$ cat config.mk
export PLATFORM = sky130hd
export DESIGN_NAME = axil_regfile_responder
export DESIGN_NICKNAME = d
export VERILOG_FILES = /design/src/rtl/axil_regfile_responder.sv
export SDC_FILE = /design/constraint.sdc
export NUM_CORES = 1
export LEC_CHECK = 0
export ABC_CLOCK_PERIOD_IN_PS = 1700
export BUFFER_PORTS_ARGS = -buffer_cell sky130_fd_sc_hd__buf_2
export CAP_MARGIN = 20
export CORE_AREA = 2 2 265 267
export DETAILED_ROUTE_END_ITERATION = 10
export DIE_AREA = 0 0 267 269
export PLACE_DENSITY = 0.72
export SLEW_MARGIN = 20
export SYNTH_ARGS = -nofsm -noshare
export SYNTH_HDL_FRONTEND = slang
export SYNTH_SLANG_ARGS = --single-unit
$ cat constraint.sdc
create_clock -name clk -period 1.7 [get_ports clk]
set_input_delay 0.17 -clock clk [delete_from_list [all_inputs] [get_ports clk]]
set_output_delay 0.17 -clock clk [all_outputs]
set_load 0.05 [all_outputs]
$ cat src/rtl/axil_regfile_responder.sv
// axil_regfile_responder: AXI4-Lite slave that fronts a bank of 32-bit
// control registers. Write address and write data are buffered separately,
// so they may arrive in either order. Register contents go out on a flat
// bus, and each committed write raises a one-cycle pulse for its register.
// Reset is synchronous and active-low.
module axil_regfile_responder #(
  parameter int AXI_DATA_WIDTH = 32,
  parameter int AXI_ADDR_WIDTH = 32,
  parameter int NUM_REGS       = 16
) (
  input  logic                          clk,
  input  logic                          rst,
  input  logic [AXI_ADDR_WIDTH-1:0]     S_AXI_awaddr,
  input  logic [2:0]                    S_AXI_awprot,
  input  logic                          S_AXI_awvalid,
  output logic                          S_AXI_awready,
  input  logic [AXI_DATA_WIDTH-1:0]     S_AXI_wdata,
  input  logic [AXI_DATA_WIDTH/8-1:0]   S_AXI_wstrb,
  input  logic                          S_AXI_wvalid,
  output logic                          S_AXI_wready,
  output logic [1:0]                    S_AXI_bresp,
  output logic                          S_AXI_bvalid,
  input  logic                          S_AXI_bready,
  input  logic [AXI_ADDR_WIDTH-1:0]     S_AXI_araddr,
  input  logic [2:0]                    S_AXI_arprot,
  input  logic                          S_AXI_arvalid,
  output logic                          S_AXI_arready,
  output logic [AXI_DATA_WIDTH-1:0]     S_AXI_rdata,
  output logic [1:0]                    S_AXI_rresp,
  output logic                          S_AXI_rvalid,
  input  logic                          S_AXI_rready,
  output logic [NUM_REGS*32-1:0]        regs_o,
  output logic [NUM_REGS-1:0]           wr_pulse_o
);

  // Only a 32-bit data path is supported; the register width follows it.
  localparam int STRB_W = AXI_DATA_WIDTH / 8;
  localparam int IDX_W  = AXI_ADDR_WIDTH - 2;
  localparam int SEL_W  = (NUM_REGS > 1) ? $clog2(NUM_REGS) : 1;
  localparam logic [IDX_W-1:0] REG_LIMIT = IDX_W'(NUM_REGS);
  localparam logic [1:0] RESP_OKAY   = 2'b00;
  localparam logic [1:0] RESP_SLVERR = 2'b10;

  // Write-side state
  logic                      aw_held_reg;
  logic [IDX_W-1:0]          aw_idx_reg;
  logic                      w_held_reg;
  logic [AXI_DATA_WIDTH-1:0] w_data_reg;
  logic [STRB_W-1:0]         w_strb_reg;
  logic                      bvalid_reg;
  logic [1:0]                bresp_reg;
  logic [NUM_REGS-1:0]       wr_pulse_reg;

  // Read-side state
  logic                      rvalid_reg;
  logic [AXI_DATA_WIDTH-1:0] rdata_reg;
  logic [1:0]                rresp_reg;

  logic                      aw_hs;
  logic                      w_hs;
  logic                      ar_hs;
  logic                      commit;
  logic [IDX_W-1:0]          wr_idx;
  logic [AXI_DATA_WIDTH-1:0] wr_data;
  logic [STRB_W-1:0]         wr_strb;
  logic                      wr_in_range;
  logic [IDX_W-1:0]          rd_idx;
  logic                      rd_in_range;
  logic [SEL_W-1:0]          rd_sel;
  logic [NUM_REGS-1:0]       reg_sel;
  logic [AXI_DATA_WIDTH-1:0] reg_view [NUM_REGS];

  // Protection bits and byte-offset address bits carry no meaning here.
  logic unused_bits;
  assign unused_bits = ^{S_AXI_awprot, S_AXI_arprot, S_AXI_awaddr[1:0], S_AXI_araddr[1:0]};

  // Readies drop during reset and while a response is pending or a slot is full.
  assign S_AXI_awready = rst & ~aw_held_reg & ~bvalid_reg;
  assign S_AXI_wready  = rst & ~w_held_reg & ~bvalid_reg;
  assign S_AXI_arready = rst & ~rvalid_reg;

  assign aw_hs = S_AXI_awvalid & S_AXI_awready;
  assign w_hs  = S_AXI_wvalid & S_AXI_wready;
  assign ar_hs = S_AXI_arvalid & S_AXI_arready;

  // A held beat takes precedence; otherwise the beat on the bus this cycle is used.
  assign wr_idx  = aw_held_reg ? aw_idx_reg : S_AXI_awaddr[AXI_ADDR_WIDTH-1:2];
  assign wr_data = w_held_reg ? w_data_reg : S_AXI_wdata;
  assign wr_strb = w_held_reg ? w_strb_reg : S_AXI_wstrb;
  assign commit  = (aw_held_reg | aw_hs) & (w_held_reg | w_hs) & ~bvalid_reg;
  assign wr_in_range = (wr_idx < REG_LIMIT);

  assign rd_idx      = S_AXI_araddr[AXI_ADDR_WIDTH-1:2];
  assign rd_in_range = (rd_idx < REG_LIMIT);
  assign rd_sel      = rd_idx[SEL_W-1:0];

  assign S_AXI_bvalid = bvalid_reg;
  assign S_AXI_bresp  = bresp_reg;
  assign S_AXI_rvalid = rvalid_reg;
  assign S_AXI_rdata  = rdata_reg;
  assign S_AXI_rresp  = rresp_reg;
  assign wr_pulse_o   = wr_pulse_reg;

  genvar gi;
  generate
    for (gi = 0; gi < NUM_REGS; gi++) begin : g_reg
      logic [AXI_DATA_WIDTH-1:0] value_reg;

      assign reg_sel[gi] = commit & wr_in_range & (wr_idx == IDX_W'(gi));
      assign regs_o[32*gi +: 32] = value_reg;
      assign reg_view[gi] = value_reg;

      // Byte-wise update of this register on a committed in-range write.
      always_ff @(posedge clk) begin
        if (!rst) begin
          value_reg <= '0;
        end else if (reg_sel[gi]) begin
          for (int j = 0; j < STRB_W; j++) begin
            if (wr_strb[j]) begin
              value_reg[8*j +: 8] <= wr_data[8*j +: 8];
            end
          end
        end
      end
    end
  endgenerate

  // Write channel: buffer AW and W independently, commit once both are present.
  always_ff @(posedge clk) begin
    if (!rst) begin
      aw_held_reg  <= 1'b0;
      aw_idx_reg   <= '0;
      w_held_reg   <= 1'b0;
      w_data_reg   <= '0;
      w_strb_reg   <= '0;
      bvalid_reg   <= 1'b0;
      bresp_reg    <= RESP_OKAY;
      wr_pulse_reg <= '0;
    end else begin
      // The pulse vector is already zero for an out-of-range or absent commit.
      wr_pulse_reg <= reg_sel;
      if (aw_hs) begin
        aw_held_reg <= 1'b1;
        aw_idx_reg  <= S_AXI_awaddr[AXI_ADDR_WIDTH-1:2];
      end
      if (w_hs) begin
        w_held_reg <= 1'b1;
        w_data_reg <= S_AXI_wdata;
        w_strb_reg <= S_AXI_wstrb;
      end
      if (commit) begin
        aw_held_reg <= 1'b0;
        w_held_reg  <= 1'b0;
        bvalid_reg  <= 1'b1;
        bresp_reg   <= wr_in_range ? RESP_OKAY : RESP_SLVERR;
      end else if (bvalid_reg && S_AXI_bready) begin
        bvalid_reg <= 1'b0;
      end
    end
  end

  // Read channel: capture data on AR handshake and hold it until R is taken.
  // Register values are sampled before any same-edge write lands.
  always_ff @(posedge clk) begin
    if (!rst) begin
      rvalid_reg <= 1'b0;
      rdata_reg  <= '0;
      rresp_reg  <= RESP_OKAY;
    end else if (ar_hs) begin
      rvalid_reg <= 1'b1;
      rdata_reg  <= rd_in_range ? reg_view[rd_sel] : '0;
      rresp_reg  <= rd_in_range ? RESP_OKAY : RESP_SLVERR;
    end else if (rvalid_reg && S_AXI_rready) begin
      rvalid_reg <= 1'b0;
    end
  end

endmodule

==> metrics.csv, run 1 <==
stage;metric;value;unit
logic_synthesis;cells after synthesis;2573;
sta;slew margin rel.;29.4;%
logic_synthesis;Warnings, synthesis;0;
sta;fin worst setup slack;-0.482;ns
global_route;total track usage;29.7;%
route;vias;24500;
global_route;vias in the first global route;24400;
critical_path;reg-to-reg slack, setup;-0.48;ns
sta;Period Utilization, post-route;128;%
sta;RSZ-0062 raised after global routing;true;
logic_synthesis;post-synthesis sequential area ratio;45.0;%
clock_network;CTS tree;built;
floorplanning;initial core utilization;40.6;%
route;via/cell ratio;5.44;
critical_path;CP startpoint;aw_idx_reg[9]$_SDFFE_PN0P_;
power_and_ir_drop;pwr/cell area;857;nW/µm²
final_layout;number of flip-flops in the largest register;512;
clock_network;CTS root buffer;clkbuf_16;
global_route;largest net degree at the start of global routing;177;
sta;worst clock skew;0.0225;ns
global_route;Congestion Overflow GR;0;
critical_path;R2R depth;9;
critical_path;Worst Setup EP;g_reg[13].value_reg[15]$_SDFFE_PN0P_;
route;Routed WL;110000;µm
clock_network;clk_lat worst skew;0.61;ns
clock_network;CTS Buffer Depth;3;
placed_design;placed cells;4279;
outcome;failing checks;setup timing;
sta;Hold Vio Cnt, Final;0;
placed_design;IO buf count;669;
logic_synthesis;asr flop ratio synth;0;%
critical_path;Critical Path Fanout Max;8;
critical_path;WP data arrival;2.65;ns
critical_path;crit-path max cell delay;0.34;ns
placed_design;Post-Place Setup Slack;-0.522;ns
route;drt initial violations;1913;
sta;fin. max-slew vios;0;
critical_path;Worst setup EP type;register;
placed_design;hpwl dp;80300;µm
clock_network;CTS buffer count;70;
logic_synthesis;Yosys reg bits;632;
route;DR pass1 iterations;8;
sta;Worst-Margin Slew;1.06;ns
sta;final setup fails;530;
clock_network;H-tree depth;3;
route;Antenna Nets Post-Route;0;
global_route;initial antenna violation count;2;
critical_path;critical path class;reg -> reg;
outcome;status;complete, but fails checks;
final_layout;Final #Nets;3621;
critical_path;worst r2r dst;g_reg[13].value_reg[15]$_SDFFE_PN0P_;
critical_path;Critical Path RT;2.17;ns
final_layout;area growth from synthesis to layout;38.7;%
placed_design;gpl congestion;0.884;
floorplanning;die extent in x;267;µm
logic_synthesis;post-synthesis cell area;28100;µm²
logic_synthesis;Main synth FF type;dfxtp_1;
route;# DRC;0;
critical_path;crit start category;register;
critical_path;crit path cell chain;nor4_4 -> buf_4 -> nand4_1 -> a22oi_2 -> buf_4 -> buf_12 -> buf_4 -> nand3_4 -> mux2i_1;
floorplanning;die area;71800;µm²
final_layout;Final Core Density;56.3;%
logic_synthesis;Synth Area per Inst;10.9;µm²
power_and_ir_drop;worst vdd ir;0.759;mV
critical_path;worst r2r src;aw_idx_reg[9]$_SDFFE_PN0P_;
power_and_ir_drop;Total Power;0.0334;W
final_layout;Post-Layout Cell Count;4499;
floorplanning;core region area;69300;µm²
sta;FMAX;458;MHz
worst_hold_path;worst hold path class;in -> reg;
sta;Final Critical Period;2.18;ns
final_layout;share of layout cells above drive strength 1;39.3;%
clock_network;clk sink count;632;
critical_path;slowest CP cell;dfxtp_2;
route;routed len/inst;24.4;µm
critical_path;cell mode on critical path;buf_4;
power_and_ir_drop;Pleak;19.7;nW
flow_run;max cap viols;0;
floorplanning;Die H;269;µm
logic_synthesis;EDFF count, synth;0;
floorplanning;number of core rows;97;
floorplanning;Ports;682;
clock_network;Reg clk slew, reported paths;0.06;ns
global_route;first-pass GRT wire length;159000;µm
logic_synthesis;Distinct cells, synth;50;
sta;setup TNS;-210.90;ns
==> how the worst min path moves through the flow <==
stage / from / endpoint / slack [ns] / depth (start not counted)
after global placement: S_AXI_arvalid / S_AXI_rvalid$_SDFFE_PN0P_ / 0.43 / 2
after global routing: rst / w_data_reg[17]$_SDFFE_PN0P_ / 0.05 / 3
after CTS: rst / g_reg[0].value_reg[20]$_SDFFE_PN0P_ / 0.01 / 4
after floorplan: S_AXI_awaddr[30] / aw_idx_reg[28]$_SDFFE_PN0P_ / 0.31 / 2
final: rst / w_data_reg[17]$_SDFFE_PN0P_ / 0.06 / 3
after detailed placement: S_AXI_arvalid / S_AXI_rvalid$_SDFFE_PN0P_ / 0.44 / 2
==> power by group <==
part / switching (W) / total (W) / internal (W) / leakage [nW]
logic: 0.00174 / 0.00303 / 0.00128 / 13.5
registers: 0.0000679 / 0.0150 / 0.0149 / 5.10
clock network: 0.00635 / 0.0154 / 0.00909 / 1.13
total: 0.00816 / 0.0334 / 0.0253 / 19.7
==> synth_stat cells (all sizes together) (2+ instances only) <==
master / count / share of area, %
nand2: 718 / 9.6
dfxtp: 632 / 45
mux2i: 516 / 18
clkbuf: 141 / 1.9
mux4: 128 / 10
a21boi: 70 / 1.9
a22oi: 65 / 1.8
nand3: 64 / 3.8
buf: 48 / 1.4
nor2: 33 / 0.55
a22o: 32 / 1.0
mux2: 32 / 1.3
nor3: 21 / 0.92
nor4: 14 / 0.38
nand4: 10 / 0.49
nand2b: 7 / 0.16
inv: 6 / 0.080
a21oi: 5 / 0.10
nor2b: 5 / 0.11
a211oi: 4 / 0.28
and2: 3 / 0.067
o21ai: 3 / 0.053
a31oi: 2 / 0.089
nor3b: 2 / 0.089
nor4b: 2 / 0.062
o32ai: 2 / 0.062
==> logic make-up after synthesis <==
| kind of cell | Yosys count | synth area share, % |
|---|---|---|
| AO/OA/AOI/OAI | 187 | 5.43 |
| multiplexers | 676 | 29.9 |
| AND/OR/NAND/NOR | 882 | 16.3 |
| buffers and inverters | 195 | 3.35 |
| flip-flops | 632 | 45.0 |
| other | 1 | 0.0133 |
==> worst max-delay path, delay by kind of cell (launching register included) <==
kind	cells	cell delay [ns]
buf+inv	4	0.64
simple gates	3	0.61
flops	1	0.34
compound gates	1	0.25
mux	1	0.18
==> placed cells by master (no fill, tap or decap), drive strengths merged <==
master and instances:
buf 979, nand2 718, dfxtp 632, mux2i 516, mux4 128, clkbuf 102, a21boi 70, dlygate4sd3 69
a22oi 65, nand3 64, nor2 33, mux2 32, a22o 32, nor3 21, nor4 14, clkinv 12
nand4 10, inv 9, nand2b 7, bufinv 5, nor2b 5, a21oi 5, a211oi 4, o21ai 3
and2 3, diode 2, nor3b 2, a31oi 2, conb 2, clkinvlp 2, nor4b 2, o32ai 2
nand3b 1, or3 1, o32a 1, a32oi 1, and3b 1, a221oi 1, o211a 1
==> final cells by class <==
class / instances / area [µm²]
sequential: 632 / 12700
multi-input combinational: 1747 / 14900
timing repair buffer: 1051 / 7910
clock buffer: 99 / 2020
fill: 5708 / 30300
antenna: 2 / 5.00
clock inverter: 22 / 284
inverter: 6 / 22.5
tap: 940 / 1180
==> layer usage <==
layer | track usage (%) | wire (µm) | vias to the layer above
li1 | - | - | 11000
met1 | 33.2 | 40500 | 12200
met2 | 52.0 | 54800 | 1065
met3 | 7.23 | 8530 | 307
met4 | 16.0 | 6080 | 0
met5 | 0 | 0 | -
==> timing repair <==
| item | CTS | global route |
|---|---|---|
| resized for setup | 57 | 19 |
| setup buffers | 20 | 4 |
| pin swaps | 29 | 15 |
| hold buffers | 69 | 0 |
| cloned | 5 | 2 |
| hold endpoints to repair | 68 | 0 |
| endpoints found under the setup margin | 569 | 563 |
==> stage by stage <==
| stage | hold WS [ns] | instance area (µm²) |
|---|---|---|
| floorplan | 0.307 | 28400 |
| global placement | 0.431 | 35300 |
| detailed placement | 0.439 | 35300 |
| CTS | 0.0120 | 38900 |
| global route | 0.0528 | 39000 |
| finish | 0.0635 | 39000 |
No activity file was read; power rests on OpenSTA's default activity.
==> run 2: changes to the inputs <==
--- a/config.mk
+++ b/config.mk
@@ -11,6 +11,7 @@
 export CORE_AREA = 2 2 265 267
 export DETAILED_ROUTE_END_ITERATION = 10
 export DIE_AREA = 0 0 267 269
+export MAX_ROUTING_LAYER = met4
 export PLACE_DENSITY = 0.72
 export SLEW_MARGIN = 20
 export SYNTH_ARGS = -nofsm -noshare
==> run 2 against run 1 <==
Against the previous run: the run still ends with setup timing left; combinational power hardly changed; die area unchanged; first-iteration DRC count shrank 6.6%; hold slack better by 0.0035 ns; sequential power about the same; cell area is 0.11% higher; non-clock buffer count increased by 3; final cell count about the same; total power barely moved; utilization increased by 0.061 points; critical path depth unchanged.
==> metrics.csv, run 2 (synthesis gave the netlist of run 1 again) <==
stage;metric;value;unit
outcome;status;complete, but fails checks;
outcome;failing checks;setup timing;
floorplanning;die extent in x;267;µm
sta;Worst-Margin Slew;1.09;ns
route;routed len/inst;24.4;µm
clock_network;CTS tree;built;
route;Routed WL;110000;µm
final_layout;Final Core Density;56.4;%
global_route;Congestion Overflow GR;0;
worst_hold_path;hold depth;3;
sta;FMAX;460;MHz
sta;Hold Vio Cnt, Final;0;
power_and_ir_drop;Pint;0.0253;W
power_and_ir_drop;NetSw;0.00817;W
sta;slew margin rel.;27.3;%
critical_path;WP data arrival;2.65;ns
clock_network;clk_lat worst skew;0.61;ns
global_route;initial antenna violation count;2;
sta;worst clock skew;0.0220;ns
floorplanning;Ports;682;
sta;RSZ-0062 raised after global routing;true;
clock_network;H-tree depth;3;
global_route;largest net degree at the start of global routing;177;
critical_path;Worst setup EP type;register;
critical_path;crit-path max cell delay;0.34;ns
clock_network;CTS buffer count;70;
power_and_ir_drop;combinational group share of total power;9.1;%
critical_path;crit start category;register;
sta;final setup fails;531;
route;vias;24600;
floorplanning;core region area;69300;µm²
floorplanning;Die H;269;µm
clock_network;Reg clk slew, reported paths;0.06;ns
critical_path;critical path class;reg -> reg;
floorplanning;initial core utilization;40.6;%
power_and_ir_drop;sw frac;24.4;%
critical_path;slowest CP cell;dfxtp_2;
sta;setup TNS;-209.20;ns
route;drt initial violations;1787;
sta;Final Critical Period;2.18;ns
final_layout;most common cell after layout, fill and taps aside;nand2_1;
placed_design;IO buf count;669;
placed_design;gpl congestion;0.899;
route;via/cell ratio;5.46;
power_and_ir_drop;pwr/cell area;857;nW/µm²
final_layout;area growth from synthesis to layout;38.8;%
clock_network;CTS root buffer;clkbuf_16;
floorplanning;die area;71800;µm²
final_layout;share of layout cells above drive strength 1;39.4;%
power_and_ir_drop;Flop pwr share;44.7;%
power_and_ir_drop;Pleak;19.8;nW
final_layout;number of flip-flops in the largest register;512;
final_layout;Final #Nets;3624;
final_layout;Post-Layout Cell Count;4501;
final_layout;commonest cells after routing, fill and taps aside;nand2_1, buf_2, dfxtp_1, mux2i_1, buf_4;
final_layout;Fillers;5699;
route;# DRC;0;
power_and_ir_drop;worst vdd ir;0.760;mV
global_route;total track usage;30.6;%
critical_path;Critical Path RT;2.17;ns
flow_run;max cap viols;0;
clock_network;CTS Buffer Depth;3;
global_route;vias in the first global route;24500;
placed_design;hpwl dp;80300;µm
sta;fin. max-slew vios;0;
worst_hold_path;worst hold path class;in -> reg;
global_route;first-pass GRT wire length;159000;µm
sta;fin worst setup slack;-0.475;ns
clock_network;clk sink count;632;
route;Antenna Nets Post-Route;0;
power_and_ir_drop;proportion of power drawn by the clock network;46.1;%
placed_design;Post-Place Setup Slack;-0.522;ns
critical_path;Critical Path Fanout Max;8;
sta;Period Utilization, post-route;128;%
critical_path;R2R depth;9;
placed_design;placed cells;4279;
floorplanning;number of core rows;97;
critical_path;crit path cell chain;nor4_4 -> buf_4 -> nand4_1 -> a22oi_2 -> buf_4 -> buf_12 -> buf_12 -> nand3_4 -> mux2i_1;
route;DR pass1 iterations;7;
==> run 2: cell types whose count changed in the layout (fill, tap and decap cells not counted), sizes merged <==
cell    before  now
diode        2    1
bufbuf       0    1
buf        979  981
==> run 2: what timing repair did <==
action / 4_1_cts / 5_1_grt
setup endpoints to repair: 569 / 563
buffers inserted: 20 / 8
endpoints found under the hold margin: 68 / 0
gates resized for setup: 57 / 21
pin swaps: 29 / 16
hold buffers: 69 / 0
gates cloned: 5 / 2
==> run 2: layer usage <==
metal  up-vias  global-route usage, %  wire length, µm
met5         -                      -                0
met4         0                   15.2             5770
met3       304                   7.02             8420
met2      1093                   52.4            55200
met1     12200                   33.3            40600
li1      11000                      -                -
==> run 2: critical path, delay by kind of cell (launching register included) <==
kind | cells | cell delay, ns
compound gates | 1 | 0.25
buf+inv | 4 | 0.63
flops | 1 | 0.34
mux | 1 | 0.18
simple gates | 3 | 0.63
==> run 2: final cells by class <==
type                    instances  area, µm²  share of cell area [%]
inverters                       6       22.5                  0.0577
diodes                          1       2.50                 0.00641
repair buffers               1054       7950                    20.4
clock inverters                22        284                   0.727
clock buffers                  99       2020                    5.18
well taps                     940       1180                    3.01
flip-flops and latches        632      12700                    32.4
multi-input cells            1747      14900                    38.2
==> run 2: power by group through the flow <==
| stage | Combinational [W] | Clock [W] | Sequential [W] |
|---|---|---|---|
| 2_1_floorplan | 0.00143 | 0 | 0.0153 |
| 3_3_place_gp | 0.00264 | 0 | 0.0153 |
| 3_5_place_dp | 0.00267 | 0 | 0.0153 |
| 4_1_cts | 0.00296 | 0.0156 | 0.0150 |
| 5_1_grt | 0.00319 | 0.0162 | 0.0150 |
| 6_report | 0.00305 | 0.0154 | 0.0150 |
==> run 2: worst paths after layout <==
check | from | to | slack, ns
setup / recovery | aw_idx_reg[9]$_SDFFE_PN0P_ | g_reg[7].value_reg[22]$_SDFFE_PN0P_ | -0.48
hold / removal | rst | w_data_reg[17]$_SDFFE_PN0P_ | 0.07
setup reg to reg | aw_idx_reg[9]$_SDFFE_PN0P_ | g_reg[7].value_reg[22]$_SDFFE_PN0P_ | -0.48
hold reg to reg | w_data_reg[31]$_SDFFE_PN0P_ | w_data_reg[31]$_SDFFE_PN0P_ | 0.46
==> run 2: through the flow <==
step                cell area [µm²]  total power (W)  hold slack (ns)
floorplan                     28400           0.0167            0.307
global placement              35300           0.0179            0.431
detailed placement            35300           0.0180            0.439
CTS                           38900           0.0335           0.0120
global route                  39100           0.0343           0.0547
finish                        39100           0.0335           0.0670
